## src/rtl/ccu_cmd_arbiter_if.sv

```systemverilog
// Requester, CCU command and status signals shared by the command arbiter.
// slave is the arbiter's view; master is the view of the surrounding requesters and CCU.
interface ccu_cmd_arbiter_if #(
  parameter int DW = 8
);
  logic          req0_valid;
  logic [DW-1:0] req0_data;
  logic          req0_ready;
  logic          req1_valid;
  logic [DW-1:0] req1_data;
  logic          req1_ready;
  logic          ccu_busy;
  logic [DW-1:0] cmd;
  logic          cmd_valid;
  logic [1:0]    grant;
  logic          pkt_done;

  modport slave (
    input  req0_valid, req0_data, req1_valid, req1_data, ccu_busy,
    output req0_ready, req1_ready, cmd, cmd_valid, grant, pkt_done
  );

  modport master (
    output req0_valid, req0_data, req1_valid, req1_data, ccu_busy,
    input  req0_ready, req1_ready, cmd, cmd_valid, grant, pkt_done
  );
endinterface

```

## src/rtl/ccu_cmd_arbiter.sv

```systemverilog
// Round-robin arbiter sharing the CCU command byte port between two requesters.
// Each grant covers one PKT_LEN-byte packet and is followed by a GAP wait for the CCU.
module ccu_cmd_arbiter #(
  parameter int DW      = 8,
  parameter int PKT_LEN = 5,
  parameter int GAP     = 2
) (
  input  logic                  clk,
  input  logic                  rst_n,
  ccu_cmd_arbiter_if.slave      bus
);

  localparam int CW = $clog2(PKT_LEN + 1);
  localparam int GW = (GAP > 1) ? $clog2(GAP) : 1;
  localparam logic [CW-1:0] CNT_LAST = CW'(PKT_LEN - 1);
  localparam logic [GW-1:0] GAP_MAX  = GW'(GAP - 1);

  typedef enum logic [1:0] {
    S_IDLE,
    S_XFER,
    S_WAIT
  } state_t;

  state_t          r_state, w_state_nxt;
  logic [DW-1:0]   r_cmd, w_cmd_nxt;
  logic            r_cmd_valid, w_cmd_valid_nxt;
  logic [1:0]      r_grant, w_grant_nxt;
  logic            r_pkt_done, w_pkt_done_nxt;
  logic [CW-1:0]   r_cnt, w_cnt_nxt;
  logic [1:0]      r_last_grant, w_last_grant_nxt;
  logic [GW-1:0]   r_gap, w_gap_nxt;

  logic            w_rdy0, w_rdy1, w_hs;
  logic [DW-1:0]   w_data;
  logic [1:0]      w_winner;

  // Readies come only from registered state so they never depend on valid.
  assign w_rdy0 = (r_state == S_XFER) && r_grant[0];
  assign w_rdy1 = (r_state == S_XFER) && r_grant[1];
  assign w_hs   = (w_rdy0 && bus.req0_valid) || (w_rdy1 && bus.req1_valid);
  assign w_data = r_grant[0] ? bus.req0_data : bus.req1_data;

  // On a tie the requester that did not own the previous packet wins.
  assign w_winner = (bus.req0_valid && bus.req1_valid) ? ~r_last_grant
                                                       : {bus.req1_valid, bus.req0_valid};

  always_comb begin
    w_state_nxt      = r_state;
    w_cmd_nxt        = r_cmd;
    w_cmd_valid_nxt  = 1'b0;
    w_grant_nxt      = r_grant;
    w_pkt_done_nxt   = 1'b0;
    w_cnt_nxt        = r_cnt;
    w_last_grant_nxt = r_last_grant;
    w_gap_nxt        = r_gap;

    case (r_state)
      S_IDLE: begin
        if (!bus.ccu_busy && (bus.req0_valid || bus.req1_valid)) begin
          w_state_nxt = S_XFER;
          w_grant_nxt = w_winner;
          w_cnt_nxt   = '0;
        end
      end

      S_XFER: begin
        if (w_hs) begin
          w_cmd_nxt       = w_data;
          w_cmd_valid_nxt = 1'b1;
          w_cnt_nxt       = r_cnt + 1'b1;
          if (r_cnt == CNT_LAST) begin
            w_pkt_done_nxt   = 1'b1;
            w_last_grant_nxt = r_grant;
            w_grant_nxt      = '0;
            w_gap_nxt        = '0;
            w_state_nxt      = S_WAIT;
          end
        end
      end

      S_WAIT: begin
        if ((r_gap >= GAP_MAX) && !bus.ccu_busy) begin
          w_state_nxt = S_IDLE;
        end else if (r_gap < GAP_MAX) begin
          w_gap_nxt = r_gap + 1'b1;
        end
      end

      default: begin
        w_state_nxt = S_IDLE;
        w_grant_nxt = '0;
      end
    endcase
  end

  always_ff @(posedge clk or negedge rst_n) begin
    if (!rst_n) begin
      r_state      <= S_IDLE;
      r_cmd        <= '0;
      r_cmd_valid  <= 1'b0;
      r_grant      <= '0;
      r_pkt_done   <= 1'b0;
      r_cnt        <= '0;
      r_last_grant <= 2'b10;
      r_gap        <= '0;
    end else begin
      r_state      <= w_state_nxt;
      r_cmd        <= w_cmd_nxt;
      r_cmd_valid  <= w_cmd_valid_nxt;
      r_grant      <= w_grant_nxt;
      r_pkt_done   <= w_pkt_done_nxt;
      r_cnt        <= w_cnt_nxt;
      r_last_grant <= w_last_grant_nxt;
      r_gap        <= w_gap_nxt;
    end
  end

  assign bus.req0_ready = w_rdy0;
  assign bus.req1_ready = w_rdy1;
  assign bus.cmd        = r_cmd;
  assign bus.cmd_valid  = r_cmd_valid;
  assign bus.grant      = r_grant;
  assign bus.pkt_done   = r_pkt_done;

endmodule

```

## src/flat_wrapper.sv

```systemverilog
// flat-port wrapper written by rule: the top's interface ports become plain ports
module ccu_cmd_arbiter_flat 
#(
  parameter int DW      = 8,
  parameter int PKT_LEN = 5,
  parameter int GAP     = 2
)
  (clk, rst_n, bus_req0_valid, bus_req0_data, bus_req1_valid, bus_req1_data, bus_ccu_busy, bus_req0_ready, bus_req1_ready, bus_cmd, bus_cmd_valid, bus_grant, bus_pkt_done);
  ccu_cmd_arbiter_if #(.DW(DW)) bus_i ();
  input  logic clk;
  input  logic rst_n;
  input wire logic [$bits(bus_i.req0_valid)-1:0] bus_req0_valid;
  input wire logic [$bits(bus_i.req0_data)-1:0] bus_req0_data;
  input wire logic [$bits(bus_i.req1_valid)-1:0] bus_req1_valid;
  input wire logic [$bits(bus_i.req1_data)-1:0] bus_req1_data;
  input wire logic [$bits(bus_i.ccu_busy)-1:0] bus_ccu_busy;
  output wire logic [$bits(bus_i.req0_ready)-1:0] bus_req0_ready;
  output wire logic [$bits(bus_i.req1_ready)-1:0] bus_req1_ready;
  output wire logic [$bits(bus_i.cmd)-1:0] bus_cmd;
  output wire logic [$bits(bus_i.cmd_valid)-1:0] bus_cmd_valid;
  output wire logic [$bits(bus_i.grant)-1:0] bus_grant;
  output wire logic [$bits(bus_i.pkt_done)-1:0] bus_pkt_done;
  assign bus_i.req0_valid = bus_req0_valid;
  assign bus_i.req0_data = bus_req0_data;
  assign bus_i.req1_valid = bus_req1_valid;
  assign bus_i.req1_data = bus_req1_data;
  assign bus_i.ccu_busy = bus_ccu_busy;
  assign bus_req0_ready = bus_i.req0_ready;
  assign bus_req1_ready = bus_i.req1_ready;
  assign bus_cmd = bus_i.cmd;
  assign bus_cmd_valid = bus_i.cmd_valid;
  assign bus_grant = bus_i.grant;
  assign bus_pkt_done = bus_i.pkt_done;
  ccu_cmd_arbiter #(.DW(DW), .PKT_LEN(PKT_LEN), .GAP(GAP)) u_core (.clk(clk), .rst_n(rst_n), .bus(bus_i));
endmodule
```

## config.mk

```make
export PLATFORM = sky130hd
export DESIGN_NAME = ccu_cmd_arbiter_flat
export DESIGN_NICKNAME = d
export VERILOG_FILES = /design/src/rtl/ccu_cmd_arbiter_if.sv /design/src/rtl/ccu_cmd_arbiter.sv /design/src/flat_wrapper.sv
export SDC_FILE = /design/constraint.sdc
export NUM_CORES = 1
export LEC_CHECK = 0
export ABC_AREA = 1
export CORE_ASPECT_RATIO = 1.2
export CORE_UTILIZATION = 45
export DETAILED_ROUTE_END_ITERATION = 12
export PLACE_DENSITY = 0.88
export SLEW_MARGIN = 15
export SYNTH_ARGS = -nofsm -noshare
export SYNTH_HDL_FRONTEND = slang
export SYNTH_SLANG_ARGS = --single-unit
```

## constraint.sdc

```tcl
create_clock -name clk -period 2 [get_ports clk]
set_clock_uncertainty 0.1 [all_clocks]
set_input_delay 0.2 -clock clk [delete_from_list [all_inputs] [get_ports clk]]
set_output_delay 0.2 -clock clk [all_outputs]
set_load 0.005 [all_outputs]
```

==> reports/results.txt <==
antenna viol nets, final = 0
hpwl dp = 1960 microns
DR vias/cell = 4.99
Yosys warnings = 0
setup slack, reg-to-reg = 210 ps
n_diodes = 0
initial antenna violation count = 0
Total Routed Length = 2490 microns
total track usage = 20.4%
syn_nets = 159
Worst Reg-to-Reg Cells = 9
top_reg_cell synth = dfrtp_1
Worst-path clk slew = 110 ps
Row Count = 19
Syn Inst Count = 132
fmax = 0.517 GHz
# setup viols final = 0
synth top area cells = dfrtp_1, nand2_1, ha_1
Leak Pwr = 0.725 nW
Placement Cell Area = 0.00147 sq mm
outcome = complete, no violations
WP data required = 1700 ps
vias in the first global route = 1,009
Synth top area share = 42.6%
Crit Path Max Fanout = 5
DP Cell Count = 196
Post-layout nets = 199
Setup crit end kind = output port
Slew @ Worst Pin = 277 ps
vias = 1,008
TritonCTS buffer count = 3
period utilization = 96.7%
syn avg cell area = 8.46 sq um
Synth area leader = dfrtp_1
GP Congestion = 0.851
Post-Syn Area = 0.00112 sq mm
top-count cell post-synth = nand2_1
critical path startpoint category = flop
post-detailed-route wirelength per cell = 12.3 microns
global route overflow = 0
final hold vios = 0
Clock Latency Late Sink = 320 ps
1st-pass router iterations = 4
EDFF count, synth = 0
global-route wire length before repair = 3920 microns
design area = 0.00152 sq mm
Max IR drop VDD = 0.000809 V
Residual DRC = 0
Fillers = 200
CTS tree = built
largest net degree at the start of global routing = 21
setup TNS = 0 ps
root buffer cell = clkbuf_4
DRT iter0 DRCs = 18
fraction of registers with async set/reset = 100%
Max Cap Viol = 0
Die W = 47.5 microns
Tmin final = 1930 ps
RSZ-0062 raised after global routing = false
Area Growth Syn to Fin = 36.1%
worst slew margin relative to its limit = 81.5%
final slew viol count = 0
synthesized flop and latch total = 20
Die Span Y = 56.6 microns
CTS Sinks = 20
Die Area = 0.00268 sq mm
Critical R2R Launch = u_core.r_state[1]
CTS Buffer Depth = 2
Synth cell types = 22
Commonest cells post-synth = nand2_1, dfrtp_1, inv_1
CP Class = reg2out
sequential area share after synthesis = 45.0%
pwr dens = 1210 mW/mm^2
HP Class = in2async
critical path arrival = 1630 ps
FF-to-FF End = u_core.bus.cmd[4]
core area = 0.00233 sq mm
CTS H-tree lvls = 1
share of cells above drive strength 1 = 10.5%
Port Buffers = 34
Non-Filler Instances = 202
I/O pins = 35
Initial Util = 47.9%
[stage by stage]
stage          power, mW  utilization (%)  hold WS (ps)  setup slack (ps)
2_1_floorplan       1.22                -          -196               515
3_3_place_gp        1.54             62.9           381               256
3_5_place_dp        1.60             62.9           395               132
4_1_cts             1.83             64.6           110              13.5
5_1_grt             2.01             65.2           128             0.797
6_report            1.84             65.2           100              66.5
[state kept, by name, indices dropped and copies added (netlist names)]
name                  count
u_core.bus.pkt_done       1
u_core.r_gap              1
u_core.bus.cmd_valid      1
u_core.r_cnt              3
u_core.r_last_grant       2
u_core.r_state            2
u_core.bus.grant          2
u_core.bus.cmd            8
[cell usage in the layout (no fill, tap or decap)]
cell             netlist  routed
a21oi_1                6       6
a31oi_1                8       8
buf_4                  0       6
clkbuf_1               0       1
clkbuf_4               0       3
clkdlybuf4s50_1        0      34
clkinv_1               1       1
dfrtp_1               19      19
dfstp_2                1       1
ha_1                   6       5
ha_4                   0       1
inv_1                 13      12
inv_2                  0       1
nand2_1               44      44
nand2_2                1       1
nand2_4                2       2
nand3_1                8       8
nand3_2                1       1
nand3_4                2       2
nand4_1                1       1
nor2_1                10      10
o21ai_0                2       2
o21ai_1                1       1
xnor2_1                1       1
[final cells by class]
| class | instances | area (sq um) | area share [%] |
|---|---|---|---|
| Timing Repair Buffer | 40 | 385 | 25.4 |
| Multi-Input combinational cell | 93 | 514 | 33.9 |
| Inverter | 14 | 52.6 | 3.46 |
| Clock buffer | 4 | 26.3 | 1.73 |
| Sequential cell | 20 | 502 | 33.0 |
| Tap cell | 31 | 38.8 | 2.55 |
[worst max-delay path: stages, from the launching register on]
cell             delay (ps)
dfrtp_1                 420
inv_2                   100
ha_4                    150
nand2_1                  80
inv_1                    70
clkdlybuf4s50_1         490
[cell families after synthesis]
group,after synthesis,share of synthesized area (%)
adder cells (fa/ha/maj),6,6.73
buffers and inverters,19,10.1
AND/OR/NAND/NOR,69,28.9
AO/OA/AOI/OAI,17,8.52
XOR/XNOR,1,0.785
flip-flops,20,45.0
[worst max-delay path by stage]
stage                           start                   to  cells after the start
CTS                 u_core.r_state[1]       bus_req1_ready                      5
finish              u_core.r_state[1]       bus_req1_ready                      5
floorplan           u_core.r_state[1]  u_core.bus.grant[1]                     10
detailed placement  u_core.r_state[1]    u_core.bus.cmd[4]                      8
global route        u_core.r_state[1]       bus_req1_ready                      5
global placement    u_core.r_state[1]       bus_req1_ready                      5
[per-layer routing]
layer	part of all wire, %	GRT usage (%)	vias to the layer above
li1	-	-	498
met1	40	20.7	468
met2	51	36.8	39
met3	7.3	3.86	3
met4	1.6	10.2	0
met5	0	0	-
[report_power, final]
group	leakage, nW	switching [mW]	total (mW)	internal, mW
Combinational	0.464	0.499	0.993	0.494
Sequential	0.246	0.102	0.646	0.544
Clock	0.0150	0.127	0.205	0.0783
Total	0.725	0.728	1.84	1.12
[what timing repair did]
action	4_1_cts	5_1_grt
hold endpoints to repair	0	0
hold buffers	0	0
gates resized for setup	3	0
setup buffers	0	2
endpoints found under the setup margin	2	2
No activity file was read; power rests on OpenSTA's default activity.
